File: src/rtl/interp_commutator.sv
// -----------------------------------------------------------------------------
// interp_commutator
//   Output commutator of a 2-phase polyphase interpolator. Each accepted pair
//   (E1, E2) of branch outputs is gain-normalised (round half up, arithmetic
//   right shift), saturated to OUT_W bits and emitted as two consecutive
//   samples: E1 first (out_phase = 0), then E2 (out_phase = 1). Valid/ready
//   handshakes on both sides; a new pair can be taken in the same cycle the
//   E2 sample leaves, so continuous flow gives one output per clock.
//
// Ports
//   clk        : clock, all state on rising edge
//   rst        : asynchronous, active-high reset
//   in_valid   : pair present on in_e1/in_e2
//   in_e1      : signed phase-0 branch sample (IN_W)
//   in_e2      : signed phase-1 branch sample (IN_W)
//   in_ready   : pair is accepted this cycle when in_valid is also high
//   out_valid  : out_data holds a sample
//   out_ready  : downstream takes out_data this cycle
//   out_data   : signed interpolated sample (OUT_W), registered
//   out_phase  : 0 = sample from E1, 1 = from E2, registered
//   sat_cnt    : saturating count of clipped samples
// -----------------------------------------------------------------------------
module interp_commutator #(
  parameter int IN_W  = 20,
  parameter int OUT_W = 11,
  parameter int SHIFT = 9
) (
  input  logic                    clk,
  input  logic                    rst,
  input  logic                    in_valid,
  input  logic signed [IN_W-1:0]  in_e1,
  input  logic signed [IN_W-1:0]  in_e2,
  output logic                    in_ready,
  output logic                    out_valid,
  input  logic                    out_ready,
  output logic signed [OUT_W-1:0] out_data,
  output logic                    out_phase,
  output logic [15:0]             sat_cnt
);

  typedef enum logic [1:0] {
    EMPTY = 2'd0,
    S_E1  = 2'd1,
    S_E2  = 2'd2
  } state_t;

  // One guard bit so adding the rounding constant can never overflow.
  localparam int SUM_W = IN_W + 1;
  localparam logic signed [SUM_W-1:0] ROUND_C = SUM_W'(64'sd1 <<< (SHIFT - 1));
  localparam logic signed [SUM_W-1:0] MAX_C   = SUM_W'((64'sd1 <<< (OUT_W - 1)) - 64'sd1);
  localparam logic signed [SUM_W-1:0] MIN_C   = SUM_W'(-(64'sd1 <<< (OUT_W - 1)));

  // Round half up, normalise, saturate. Result is {clip_flag, value}.
  function automatic logic [OUT_W:0] scale_sat(input logic signed [IN_W-1:0] x);
    logic signed [SUM_W-1:0] sum_v;
    logic signed [SUM_W-1:0] y_v;
    logic [OUT_W:0]          res_v;
    sum_v = $signed({x[IN_W-1], x}) + ROUND_C;
    y_v   = sum_v >>> SHIFT;
    if (y_v > MAX_C) begin
      res_v = {1'b1, MAX_C[OUT_W-1:0]};
    end else if (y_v < MIN_C) begin
      res_v = {1'b1, MIN_C[OUT_W-1:0]};
    end else begin
      res_v = {1'b0, y_v[OUT_W-1:0]};
    end
    return res_v;
  endfunction

  // Add 0..2 clip events, sticking at all-ones instead of wrapping.
  function automatic logic [15:0] sat_add(input logic [15:0] cnt, input logic [1:0] inc);
    logic [16:0] sum_v;
    logic [15:0] res_v;
    sum_v = {1'b0, cnt} + {15'd0, inc};
    if (sum_v[16]) begin
      res_v = 16'hFFFF;
    end else begin
      res_v = sum_v[15:0];
    end
    return res_v;
  endfunction

  state_t                   state_q, state_d;
  logic signed [OUT_W-1:0]  out_data_q, out_data_d;
  logic                     out_phase_q, out_phase_d;
  logic signed [OUT_W-1:0]  hold_q, hold_d;
  logic [15:0]              sat_cnt_q, sat_cnt_d;

  logic [OUT_W:0]           e1_sc;
  logic [OUT_W:0]           e2_sc;
  logic [1:0]               clip_inc;

  assign e1_sc    = scale_sat(in_e1);
  assign e2_sc    = scale_sat(in_e2);
  assign clip_inc = {1'b0, e1_sc[OUT_W]} + {1'b0, e2_sc[OUT_W]};

  // Next-state, datapath loads and the combinational in_ready.
  always_comb begin
    state_d     = state_q;
    out_data_d  = out_data_q;
    out_phase_d = out_phase_q;
    hold_d      = hold_q;
    sat_cnt_d   = sat_cnt_q;
    in_ready    = 1'b0;
    case (state_q)
      EMPTY: begin
        in_ready = 1'b1;
        if (in_valid) begin
          state_d     = S_E1;
          out_data_d  = e1_sc[OUT_W-1:0];
          out_phase_d = 1'b0;
          hold_d      = e2_sc[OUT_W-1:0];
          sat_cnt_d   = sat_add(sat_cnt_q, clip_inc);
        end else begin
          state_d = EMPTY;
        end
      end
      S_E1: begin
        in_ready = 1'b0;
        if (out_ready) begin
          state_d     = S_E2;
          out_data_d  = hold_q;
          out_phase_d = 1'b1;
        end else begin
          state_d = S_E1;
        end
      end
      S_E2: begin
        // The E2 slot frees up as it leaves, so a new pair can enter at once.
        in_ready = out_ready;
        if (out_ready && in_valid) begin
          state_d     = S_E1;
          out_data_d  = e1_sc[OUT_W-1:0];
          out_phase_d = 1'b0;
          hold_d      = e2_sc[OUT_W-1:0];
          sat_cnt_d   = sat_add(sat_cnt_q, clip_inc);
        end else if (out_ready) begin
          state_d = EMPTY;
        end else begin
          state_d = S_E2;
        end
      end
      default: begin
        in_ready = 1'b0;
        state_d  = EMPTY;
      end
    endcase
  end

  // State and datapath registers with asynchronous reset.
  always_ff @(posedge clk or posedge rst) begin
    if (rst) begin
      state_q     <= EMPTY;
      out_data_q  <= '0;
      out_phase_q <= 1'b0;
      hold_q      <= '0;
      sat_cnt_q   <= 16'd0;
    end else begin
      state_q     <= state_d;
      out_data_q  <= out_data_d;
      out_phase_q <= out_phase_d;
      hold_q      <= hold_d;
      sat_cnt_q   <= sat_cnt_d;
    end
  end

  assign out_valid = (state_q == S_E1) || (state_q == S_E2);
  assign out_data  = out_data_q;
  assign out_phase = out_phase_q;
  assign sat_cnt   = sat_cnt_q;

endmodule

File: config.mk
export PLATFORM = sky130hd
export DESIGN_NAME = interp_commutator
export DESIGN_NICKNAME = d
export VERILOG_FILES = /design/src/rtl/interp_commutator.sv
export SDC_FILE = /design/constraint.sdc
export NUM_CORES = 1
export LEC_CHECK = 0
export ABC_AREA = 1
export BUFFER_PORTS_ARGS = -buffer_cell sky130_fd_sc_hd__buf_2
export CORE_UTILIZATION = 45
export CTS_CLUSTER_SIZE = 40
export DETAILED_ROUTE_END_ITERATION = 10
export GPL_ROUTABILITY_DRIVEN = 0
export PLACE_DENSITY_LB_ADDON = 0.2
export SLEW_MARGIN = 30
export SYNTH_ARGS = -nofsm -noshare
export SYNTH_HDL_FRONTEND = slang
export SYNTH_SLANG_ARGS = --single-unit
File: constraint.sdc
create_clock -name clk -period 3.7 [get_ports clk]
set_clock_uncertainty 0.2 [all_clocks]
set_input_delay 0.74 -clock clk [delete_from_list [all_inputs] [get_ports clk]]
set_output_delay 0.74 -clock clk [all_outputs]
set_load 0.005 [all_outputs]
==> impl_metrics.ini, run 1 <==
[logic_synthesis]
synth_top_area_share_pct = 34.8
synthCells = 416
yosysSeqAreaShare_pct = 34.8
synth_warnings = 0
syn-num-nets = 468
netlist_top_cells_area = dfrtp_1, nand2_1, inv_1
yosys_register_bits = 41
syn_area_mm2 = 0.00295
ys_types = 38
syn_avg_cell_area_um2 = 7.08
yosysTopAreaCell = dfrtp_1

[cts]
cts-resized-gates = 0
cts_sinks = 41
cts-root-buf = clkbuf_8
cts_tree = built
cts_hold_buf = 0
numCtsBuffers = 5
clkLatencyLatePin_ns = 0.29
post_cts_buffers = 0
ctsHtreeMaxLevel = 2
cts_buffer_depth = 2
clkTransAtPathRegs_ns = 0.08

[setup_path]
worst-endpoint-required_ns = 3.72
crit_chain = buf_2 > ha_1 > nand2_1 > inv_1 > nand2_1 > nand4_1 > nand2_1 > inv_1 > fa_1 > inv_1 > ha_1 > nand4_2 > nor2_4 > nand4_2 > nand3_1
critPathLaunchType = input port
crit_path_end_kind = flip-flop
cp_max_fo = 8
reg2reg_depth = 8
crit_slowest_cell = fa_1
arrival_ns = 3.25
path_class = in -> reg
max_stage_delay_ns = 0.38
worst-path-stages = 15
cp_top_family = simple AND/OR/NAND/NOR gates
worst-path-buf-inv = 4

[worst_hold_path]
hold_depth = 2
hp-class = reg -> reg

[grt]
antenna_found_initial = 0
grt_pass1_vias = 2505
grt_max_degree = 42
overflow = 0
track_usage_pct = 19.3
grt_pass1_wl_um = 11100

[sta]
timing.final.crit_period_ns = 3.22
hold_slack_ns = 0.282
slew_viol_final = 0
setup_viol = 0
clock.fmax_mhz = 310
period_share_pct = 87.1
tightest_slew_ns = 0.517
maxSlewHeadroom_pct = 65.5
hold_viol_final = 0
rsz0062_at_grt = false
finalSetupTns_ns = 0

[floorplanning]
die_h_um = 82.9
die-area_mm2 = 0.00687
start_util_pct = 46.4
dieWidth_um = 82.9
io-pin-count = 74
fp-row-count = 29
core-area_mm2 = 0.00635

[finish]
nNetsFinal = 528
diodes = 0
area_delta_synth_final_pct = 15.9
layout_common_cells = nand2_1, buf_2, inv_1, dfrtp_1, nor2_1
final_layout_size_suffix_gt1_share_pct = 21.0
nFillCells = 632
layout_commonest_cell = nand2_1

[route]
drc_errors = 0
vias = 2713
first_iter_violations = 101
drtPass1Iterations = 5
ant_nets = 0
routedWlPerCell_um = 11.0
routed_wl_um = 6090
via_per_inst = 4.90

[power]
vdd_drop_max_uv = 289
p_leak_nw = 1.88
power_density_mw_per_mm2 = 562

[run]
max_cap_viol_count = 0

[outcome]
status = complete, no violations

[placement]
portBuffers = 57
post-dp-hpwl_um = 4730
[cell families (layout without fill, tap and decap cells)]
family	Yosys count	count (layout)	synth area share, %
buffers and inverters	58	119	7.99
flip-flops	41	41	34.8
AO/OA/AOI/OAI	26	26	5.57
XOR/XNOR	13	13	3.87
AND/OR/NAND/NOR	270	270	44.1
adder cells (fa/ha/maj)	8	8	3.65
[synthesized netlist by cell type, drive strengths merged]
master and count:
nand3b 7, nor2 47, ha 7, xnor2 4, nor3 7, nand3 36
xor2 9, o21bai 2, buf 5, o21ai 14, nand2 162, a21o 1
dfrtp 41, nand4 7, o22ai 5, a21oi 3, a31oi 1, inv 53
or2 4, fa 1
[routing by layer]
| metal | share of wire (%) | global-route usage [%] | wire (um) | vias to the layer above |
|---|---|---|---|---|
| met2 | 43 | 29.6 | 2630 | 59 |
| li1 | - | - | - | 1432 |
| met3 | 3.8 | 3.08 | 234 | 2 |
| met5 | 0 | 0 | 0 | - |
| met4 | 0.71 | 5.64 | 43 | 0 |
| met1 | 52 | 28.2 | 3190 | 1220 |
[area by class of cell]
type                       instances  area [um^2]  share of cell area [%]
timing repair buffer              58          293                    8.57
sequential                        41         1030                    30.0
tap                               77         96.3                    2.82
multi-input combinational        317         1680                    49.3
clock buffer                       7         86.3                    2.53
inverter                          53          199                    5.83
clock inverter                     1         30.0                   0.879
[worst paths after layout]
path                                    startpoint  slack (ns)                      end
max                                       in_e1[8]        0.48   sat_cnt[8]$_DFFE_PP0P_
min                        out_data[8]$_DFFE_PP0P_        0.28  out_data[8]$_DFFE_PP0P_
max reg2reg                 sat_cnt[0]$_DFFE_PP0P_        1.50   sat_cnt[8]$_DFFE_PP0P_
min reg2reg                out_data[8]$_DFFE_PP0P_        0.28  out_data[8]$_DFFE_PP0P_
max in group asynchronous                      rst        2.58    hold_q[4]$_DFFE_PP0P_
min in group asynchronous                      rst        0.36  sat_cnt[14]$_DFFE_PP0P_
[metrics by stage]
| step | area [um^2] | std cells | setup WS (ns) | total power [W] | utilization [%] |
|---|---|---|---|---|---|
| 2_1_floorplan | 2950 | 416 | 0.642 | 0.00134 | - |
| 3_3_place_gp | 3300 | 546 | 0.223 | 0.00155 | 51.9 |
| 3_5_place_dp | 3300 | 546 | 0.167 | 0.00156 | 51.9 |
| 4_1_cts | 3410 | 554 | 0.459 | 0.00194 | 53.8 |
| 5_1_grt | 3410 | 554 | 0.198 | 0.00211 | 53.8 |
| 6_report | 3410 | 554 | 0.476 | 0.00192 | 53.8 |
[sequential cells by signal, summed over array words and instances, names as in the netlist]
signal / count
sat_cnt: 16
hold_q: 11
out_data: 11
out_phase: 1
state_q: 2
[report_power, final]
part	internal [W]	total (W)	leakage [nW]	switching, W
clock network	0.000220	0.000370	0.0585	0.000150
registers	0.000613	0.000720	0.510	0.000107
logic	0.000324	0.000829	1.31	0.000506
total	0.00116	0.00192	1.88	0.000763
[worst min-delay path, stage by stage, from the launching register on]
cell and delay, ns:
dfrtp_1 0.35, nand2_1 0.05, nand2_1 0.05
(Power assumes the default switching activity.)
==> run 2, diff against run 1 <==
RECOVER_POWER = 25   (was not set)
==> impl_metrics.ini, run 2 (synthesis gave the netlist of run 1 again) <==
[floorplanning]
dieWidth_um = 82.9
die_h_um = 82.9
die-area_mm2 = 0.00687
start_util_pct = 46.4
io-pin-count = 74
core-area_mm2 = 0.00635
fp-row-count = 29

[finish]
nNetsFinal = 528
diodes = 0
final_layout_size_suffix_gt1_share_pct = 20.8
layout_common_cells = nand2_1, buf_2, inv_1, dfrtp_1, nor2_1
area_delta_synth_final_pct = 15.8
layout_commonest_cell = nand2_1
largest_reg_flops = 16
nFillCells = 632

[route]
drc_errors = 0
via_per_inst = 4.89
routedWlPerCell_um = 11.0
first_iter_violations = 101
vias = 2708
ant_nets = 0
routed_wl_um = 6070
drtPass1Iterations = 5

[sta]
timing.final.crit_period_ns = 3.23
finalSetupTns_ns = 0
maxSlewHeadroom_pct = -44.8
clock.fmax_mhz = 310
tightest_slew_ns = 2.17
slew_viol_final = 42
rsz0062_at_grt = false
hold_viol_final = 0
setup_viol = 0
period_share_pct = 87.2

[setup_path]
path_class = in -> reg
regToRegSetupSlack_ns = 1.50
crit_path_end_kind = flip-flop
max_stage_delay_ns = 0.38
cp_max_fo = 8
crit_slowest_cell = fa_1
r2r-start = sat_cnt[0]$_DFFE_PP0P_
critPathLaunchType = input port
r2r-end = sat_cnt[8]$_DFFE_PP0P_
worst-endpoint-required_ns = 3.72
reg2reg_depth = 8
arrival_ns = 3.25
crit_chain = buf_2 > ha_1 > nand2_1 > inv_1 > nand2_1 > nand4_1 > nand2_1 > inv_1 > fa_1 > inv_1 > ha_1 > nand4_2 > nor2_4 > nand4_2 > nand3_1

[grt]
overflow = 0
grt_max_degree = 42
grt_pass1_wl_um = 11100
track_usage_pct = 19.3
antenna_found_initial = 0
grt_pass1_vias = 2505

[power]
p_seq_share_pct = 37.5
vdd_drop_max_uv = 289
p_sw_w = 0.000761
power_density_mw_per_mm2 = 562
power.total_w = 0.00192
p_leak_nw = 1.87
sw_frac_of_total_pct = 39.7
clockPowerShare_pct = 19.3
pwr-share-comb_pct = 43.2
cellInternalPower_w = 0.00116

[placement]
portBuffers = 57
post-dp-hpwl_um = 4730

[cts]
cts_buffer_depth = 2
clkTransAtPathRegs_ns = 0.08
cts_tree = built
cts-resized-gates = 0
ctsHtreeMaxLevel = 2
clkLatencyLatePin_ns = 0.29
cts-root-buf = clkbuf_8
post_cts_buffers = 0
cts_sinks = 41
cts_hold_buf = 0
numCtsBuffers = 5

[outcome]
status = finished with violations
violations = capacitance limit, slew limit

[worst_hold_path]
hold_path.startpoint = out_data[8]$_DFFE_PP0P_
hold_depth = 2
worstHoldEndpoint = out_data[8]$_DFFE_PP0P_
hp-class = reg -> reg

[run]
max_cap_viol_count = 1
==> run 2: critical path, delay by kind of cell <==
family,cells,cell delay (ns)
AND/OR/NAND/NOR,8,1.38
buffers and inverters,4,0.33
adder cells (fa/ha/maj),3,0.78
==> run 2: metal layers <==
layer	track usage (%)	wire length [um]	vias to the layer above
met2	29.6	2630	52
met3	3.08	210	2
met5	0	0	-
li1	-	-	1432
met4	5.64	43	0
met1	28.2	3200	1222
==> run 2: power by group through the flow <==
stage          clock (W)  sequential [W]  combinational, W
5_1_grt         0.000396        0.000743          0.000970
2_1_floorplan          0        0.000712          0.000627
4_1_cts         0.000383        0.000721          0.000840
3_5_place_dp           0        0.000729          0.000835
6_report        0.000370        0.000719          0.000828
3_3_place_gp           0        0.000729          0.000820
==> run 2: per-stage QoR <==
stage,cells,util (%),setup slack [ns],hold WS (ns),area [um^2]
3_3_place_gp,546,51.9,0.223,0.263,3300
2_1_floorplan,416,-,0.642,0.248,2950
5_1_grt,554,53.7,0.198,0.307,3410
4_1_cts,554,53.8,0.459,0.287,3410
6_report,554,53.7,0.475,0.282,3410
3_5_place_dp,546,51.9,0.167,0.266,3300
==> run 2: area by class of cell <==
type / instances / area, um^2 / area share (%)
clock inverters: 1 / 30.0 / 0.880
repair buffers: 58 / 289 / 8.47
inverters: 53 / 199 / 5.83
well taps: 77 / 96.3 / 2.82
multi-input cells: 317 / 1680 / 49.4
flip-flops and latches: 41 / 1030 / 30.1
clock buffers: 7 / 86.3 / 2.53
==> run 2: worst max path at each step <==
stage	startpoint	end	slack, ns	depth (start not counted)
4_1_cts	in_e1[8]	sat_cnt[8]$_DFFE_PP0P_	0.46	15
2_1_floorplan	in_e1[8]	sat_cnt[14]$_DFFE_PP0P_	0.64	16
3_5_place_dp	in_e1[8]	sat_cnt[5]$_DFFE_PP0P_	0.17	15
5_1_grt	in_e1[8]	sat_cnt[8]$_DFFE_PP0P_	0.20	15
3_3_place_gp	in_e1[8]	sat_cnt[7]$_DFFE_PP0P_	0.22	15
6_report	in_e1[8]	sat_cnt[8]$_DFFE_PP0P_	0.47	15
